[src/rtl/seq_divider_ctrl_if.sv]
// seq_divider_ctrl_if: operand/result bundle between a divide requester and seq_divider_ctrl.
// Signals: start, dividend, divisor (requester -> divider);
//          busy, done, quotient, remainder, div_by_zero (divider -> requester).
// master = requester side, slave = divider side.
interface seq_divider_ctrl_if #(
  parameter int WIDTH = 4
);
  logic             start;
  logic [WIDTH-1:0] dividend;
  logic [WIDTH-1:0] divisor;
  logic             busy;
  logic             done;
  logic [WIDTH-1:0] quotient;
  logic [WIDTH-1:0] remainder;
  logic             div_by_zero;

  modport master (
    output start, dividend, divisor,
    input  busy, done, quotient, remainder, div_by_zero
  );

  modport slave (
    input  start, dividend, divisor,
    output busy, done, quotient, remainder, div_by_zero
  );
endinterface

[src/rtl/seq_divider_ctrl.sv]
// seq_divider_ctrl: unsigned restoring divider, one trial subtraction (borrow-out decides) per clock.
// Latency: WIDTH edges from accepted start to done; divide-by-zero (and, with
//          SEQ_DIV_EARLY_EXIT_EN defined, dividend<=divisor) goes straight to DONE.
// Backpressure: none; start is only sampled in IDLE, requests while busy are dropped.
// Ports: clk, rst_n (synchronous, active-low); bus (seq_divider_ctrl_if.slave) carries
//        start/dividend/divisor in and busy/done/quotient/remainder/div_by_zero out.
// Optional feature macro: SEQ_DIV_EARLY_EXIT_EN.
module seq_divider_ctrl #(
  parameter int WIDTH = 4
) (
  input  logic              clk,
  input  logic              rst_n,
  seq_divider_ctrl_if.slave bus
);
  localparam int CW = $clog2(WIDTH + 1);

  typedef enum logic [1:0] {
    ST_IDLE = 2'd0,
    ST_CALC = 2'd1,
    ST_DONE = 2'd2
  } state_t;

  state_t           state;
  state_t           state_nxt;

  logic [WIDTH:0]   r_rem;     // partial remainder
  logic [WIDTH-1:0] q_reg;     // dividend shifting out / quotient shifting in
  logic [WIDTH-1:0] d_reg;     // captured divisor
  logic [CW-1:0]    cnt;

  logic [WIDTH-1:0] quotient_q;
  logic [WIDTH-1:0] remainder_q;
  logic             dz_q;

  // Subtractor operands: A = shifted partial remainder, B = divisor, b_in = 0.
  logic [WIDTH:0]   sub_a;
  logic [WIDTH:0]   sub_b;
  logic             sub_bin;
  logic [WIDTH:0]   sub_diff;
  logic             sub_bout;
  logic [WIDTH:0]   r_next;
  logic [WIDTH-1:0] q_next;

  // R < D always holds, so the partial remainder MSB never reaches the shift.
  logic             r_msb_unused;
  assign r_msb_unused = r_rem[WIDTH];

  assign sub_a   = {r_rem[WIDTH-1:0], q_reg[WIDTH-1]};
  assign sub_b   = {1'b0, d_reg};
  assign sub_bin = 1'b0;
  assign {sub_bout, sub_diff} = {1'b0, sub_a} - {1'b0, sub_b} - {{(WIDTH + 1){1'b0}}, sub_bin};

  // Borrow-out set means the trial went negative: restore and shift in a 0.
  assign r_next = sub_bout ? sub_a : sub_diff;
  assign q_next = {q_reg[WIDTH-2:0], ~sub_bout};

  // State register
  always_ff @(posedge clk) begin
    if (!rst_n) begin
      state <= ST_IDLE;
    end else begin
      state <= state_nxt;
    end
  end

  // Next-state logic
  always_comb begin
    state_nxt = state;
    case (state)
      ST_IDLE: begin
        if (bus.start) begin
          if (bus.divisor == '0) begin
            state_nxt = ST_DONE;
          end else begin
`ifdef SEQ_DIV_EARLY_EXIT_EN
            if (bus.dividend <= bus.divisor) begin
              state_nxt = ST_DONE;
            end else begin
              state_nxt = ST_CALC;
            end
`else
            state_nxt = ST_CALC;
`endif
          end
        end
      end
      ST_CALC: begin
        if (cnt == CW'(1)) begin
          state_nxt = ST_DONE;
        end
      end
      ST_DONE: state_nxt = ST_IDLE;
      default: state_nxt = ST_IDLE;
    endcase
  end

  // Output logic
  always_comb begin
    bus.busy = 1'b0;
    bus.done = 1'b0;
    case (state)
      ST_CALC: bus.busy = 1'b1;
      ST_DONE: begin
        bus.busy = 1'b1;
        bus.done = 1'b1;
      end
      default: ;
    endcase
  end

  assign bus.quotient    = quotient_q;
  assign bus.remainder   = remainder_q;
  assign bus.div_by_zero = dz_q;

  // Datapath and result registers
  always_ff @(posedge clk) begin
    if (!rst_n) begin
      r_rem       <= '0;
      q_reg       <= '0;
      d_reg       <= '0;
      cnt         <= '0;
      quotient_q  <= '0;
      remainder_q <= '0;
      dz_q        <= 1'b0;
    end else begin
      case (state)
        ST_IDLE: begin
          if (bus.start) begin
            if (bus.divisor == '0) begin
              quotient_q  <= '1;
              remainder_q <= bus.dividend;
              dz_q        <= 1'b1;
            end else begin
`ifdef SEQ_DIV_EARLY_EXIT_EN
              if (bus.dividend < bus.divisor) begin
                quotient_q  <= '0;
                remainder_q <= bus.dividend;
                dz_q        <= 1'b0;
              end else if (bus.dividend == bus.divisor) begin
                quotient_q  <= WIDTH'(1);
                remainder_q <= '0;
                dz_q        <= 1'b0;
              end else begin
                r_rem <= '0;
                q_reg <= bus.dividend;
                d_reg <= bus.divisor;
                cnt   <= CW'(WIDTH);
              end
`else
              r_rem <= '0;
              q_reg <= bus.dividend;
              d_reg <= bus.divisor;
              cnt   <= CW'(WIDTH);
`endif
            end
          end
        end
        ST_CALC: begin
          r_rem <= r_next;
          q_reg <= q_next;
          cnt   <= cnt - CW'(1);
          if (cnt == CW'(1)) begin
            quotient_q  <= q_next;
            remainder_q <= r_next[WIDTH-1:0];
            dz_q        <= 1'b0;
          end
        end
        default: ;
      endcase
    end
  end
endmodule

[src/flat_wrapper.sv]
// flat-port wrapper written by rule: the top's interface ports become plain ports
module seq_divider_ctrl_flat 
#(
  parameter int WIDTH = 4
)
  (clk, rst_n, bus_start, bus_dividend, bus_divisor, bus_busy, bus_done, bus_quotient, bus_remainder, bus_div_by_zero);
  seq_divider_ctrl_if #(.WIDTH(WIDTH)) bus_i ();
  input  logic clk;
  input  logic rst_n;
  input wire logic [$bits(bus_i.start)-1:0] bus_start;
  input wire logic [$bits(bus_i.dividend)-1:0] bus_dividend;
  input wire logic [$bits(bus_i.divisor)-1:0] bus_divisor;
  output wire logic [$bits(bus_i.busy)-1:0] bus_busy;
  output wire logic [$bits(bus_i.done)-1:0] bus_done;
  output wire logic [$bits(bus_i.quotient)-1:0] bus_quotient;
  output wire logic [$bits(bus_i.remainder)-1:0] bus_remainder;
  output wire logic [$bits(bus_i.div_by_zero)-1:0] bus_div_by_zero;
  assign bus_i.start = bus_start;
  assign bus_i.dividend = bus_dividend;
  assign bus_i.divisor = bus_divisor;
  assign bus_busy = bus_i.busy;
  assign bus_done = bus_i.done;
  assign bus_quotient = bus_i.quotient;
  assign bus_remainder = bus_i.remainder;
  assign bus_div_by_zero = bus_i.div_by_zero;
  seq_divider_ctrl #(.WIDTH(WIDTH)) u_core (.clk(clk), .rst_n(rst_n), .bus(bus_i));
endmodule
[config.mk]
export PLATFORM = sky130hd
export DESIGN_NAME = seq_divider_ctrl_flat
export DESIGN_NICKNAME = d
export VERILOG_FILES = /design/src/rtl/seq_divider_ctrl_if.sv /design/src/rtl/seq_divider_ctrl.sv /design/src/flat_wrapper.sv
export SDC_FILE = /design/constraint.sdc
export NUM_CORES = 1
export LEC_CHECK = 0
export ABC_AREA = 1
export BUFFER_PORTS_ARGS = -buffer_cell sky130_fd_sc_hd__buf_4
export CAP_MARGIN = 20
export CORE_MARGIN = 3
export CORE_UTILIZATION = 45
export DETAILED_ROUTE_END_ITERATION = 12
export MAX_ROUTING_LAYER = met4
export PLACE_DENSITY = 0.71
export SKIP_CTS_REPAIR_TIMING = 1
export SYNTH_ARGS = -nofsm -noshare
export SYNTH_HDL_FRONTEND = slang
export SYNTH_SLANG_ARGS = --single-unit
[constraint.sdc]
create_clock -name clk -period 1.7 [get_ports clk]
set_input_delay 0.17 -clock clk [delete_from_list [all_inputs] [get_ports clk]]
set_output_delay 0.17 -clock clk [all_outputs]
set_load 0.03 [all_outputs]
==> run metrics <==
# clock sinks 26; Starting DRT DRC Count 79; total power 3160 µW; Slowest cell on crit path fa_2; max layer used met4; Final Cycle Share 91.3%; Total GRT Usage 15.7%; number of max-cap violations 0; PD cells 1820 nW/µm²; Clock Skew 0.00643 ns; total gr overflow 0; most common cell in the netlist inv_1; Final nets 243; Mapped Area 1480 µm²; Crit. End Element flip-flop; vias per cell 4.79; status complete, no violations; CTS Buf Count 3; drt total wl 2.87 mm; post-synthesis xor/xnor area fraction 0.593%; Simple-Gate Fraction of Synth Area 28.0%; Post-DRT Antenna Nets 0; EDFF count, synth 0; largest family of logic cells by synthesized area simple AND/OR/NAND/NOR gates; Leak Pwr 0.000831 µW; vias in the first global route 1185; yosys warns 0; Slew Limit Fails 0; wire per inst 10.8 µm; sequential share of the synthesized area 35.2%; Diodes inserted 0; Yosys cell types 34; slew of the pin with the lowest slew margin 0.322 ns; chip width 63.3 µm; post-layout min period 1.55 ns; top-area cell type share of the netlist area 35.2%; dpl hpwl 2.11 mm; die height 63.3 µm; Critical Path RT 1.95 ns; Final GP Congestion 0.850; IO buf count 21; dominant cells by area after synthesis dfxtp_1, ha_1, inv_1, nand2_1, nand3_1; Hold Fails Final Rpt 0; critical path type reg2reg; largest net degree at the start of global routing 20; core footprint 3100 µm²; CTS H-tree lvls 1; placed cells 261; clk slew on worst S/H paths 0.14 ns; antenna violations before repair 0; first-pass iteration count of the detailed router 4; CP most frequent cell inv_1; fmax 644 MHz; Clock Path Buffers 2; RSZ-0062 raised after global routing false; met3 wire len 112 µm; met1 wire length 1.40 mm; crit path DAT 1.80 ns; Post-synth ARST share 0%; met2 WL 1.34 mm; Clock Latency Late Sink 0.33 ns; Mapped Nets 220; Worst Path Max Fanout 3; clock root cell clkbuf_4; DIE AREA 4010 µm²; via count 1270; Synth Area in Compound Gates 15.3%; Synth-to-Final Area Change 17.3%; WHS 0.130 ns; HP Class in2reg; synthesized area per cell 7.43 µm²; #FFs+latches synth 26; Mapped Cells 199; layout cells sized above 1 23.5%; critical path cell sequence inv_1, ha_1, inv_1, fa_2, nand3_1, nand3_1, nand2_1, inv_1; Rows 20; worst rel slew slack 78.5%; Top-Level Pins 22; Initial Util 47.6%; DRC Markers 0; mux cell area share after synthesis 0%; Main synth FF type dfxtp_1; Crit path largest cell delay 0.45 ns; setup_tns 0 ns; area leader, netlist dfxtp_1; first-pass GRT wire length 4.99 mm; Commonest cells post-synth inv_1, dfxtp_1, nand2_1; Adder-Cell Fraction of Synth Area 8.98%; VDD IR-drop max 0.788 mV; # setup viols final 0; startpoint types flip-flop; Non-Filler Instances 265; CTS tree done
critical path: cells and delay by family, from the launching register on:
family | cells | cell delay [ns]
fa+ha+maj | 2 | 0.62
flops | 1 | 0.39
buf+inv | 3 | 0.21
simple gates | 3 | 0.26
cells by family after synthesis:
family	count (synthesis)
XOR/XNOR	1
buffers and inverters	39
AND/OR/NAND/NOR	85
AO/OA/AOI/OAI	38
flip-flops	26
adder cells (fa/ha/maj)	10
layout make-up:
| cell class | count | area, µm² |
|---|---|---|
| Clock buffer | 4 | 36.3 |
| Fill cell | 317 | 1370 |
| Inverter | 34 | 139 |
| Multi-Input combinational cell | 134 | 810 |
| Sequential cell | 26 | 520 |
| Tap cell | 44 | 55.1 |
| Timing Repair Buffer | 23 | 173 |
routing by layer:
metal / vias up / track usage [%]
li1: 688 / -
met1: 557 / 19.6
met2: 23 / 25.3
met3: 2 / 3.92
met4: 0 / 4.31
met5: - / -
where the power goes:
group | total, µW | switching (µW) | internal [µW]
Sequential | 965 | 133 | 832
Clock | 316 | 185 | 131
Combinational | 1880 | 1190 | 684
placed cells by master (no fill, tap or decap), drive strengths merged, types with 5 or more instances in the layout:
cell   Yosys  layout
a21oi     18      18
buf        3      23
dfxtp     26      26
ha         9       9
inv       33      33
nand2     28      28
nand3     20      20
nand4      5       5
nor2      26      26
o21ai     14      14
final timing paths:
check | depth (start not counted) | to | slack, ns | startpoint
min | 3 | u_core.d_reg[0] | 0.13 | bus_divisor[0]
min reg2reg | 2 | u_core.d_reg[0] | 0.47 | u_core.d_reg[0]
max | 8 | u_core.bus.remainder[1] | 0.15 | u_core.q_reg[3]
max reg2reg | 8 | u_core.bus.remainder[1] | 0.15 | u_core.q_reg[3]
per-stage QoR:
step / utilization (%) / setup WS (ns) / cell area (µm²)
final: 55.8 / 0.147 / 1730
after global routing: 55.8 / 0.00318 / 1730
after CTS: 54.8 / 0.0673 / 1700
after detailed placement: 53.7 / 0.0914 / 1670
after global placement: 53.7 / 0.101 / 1670
after floorplan: - / 0.256 / 1480
No activity file was read; power rests on OpenSTA's default activity.
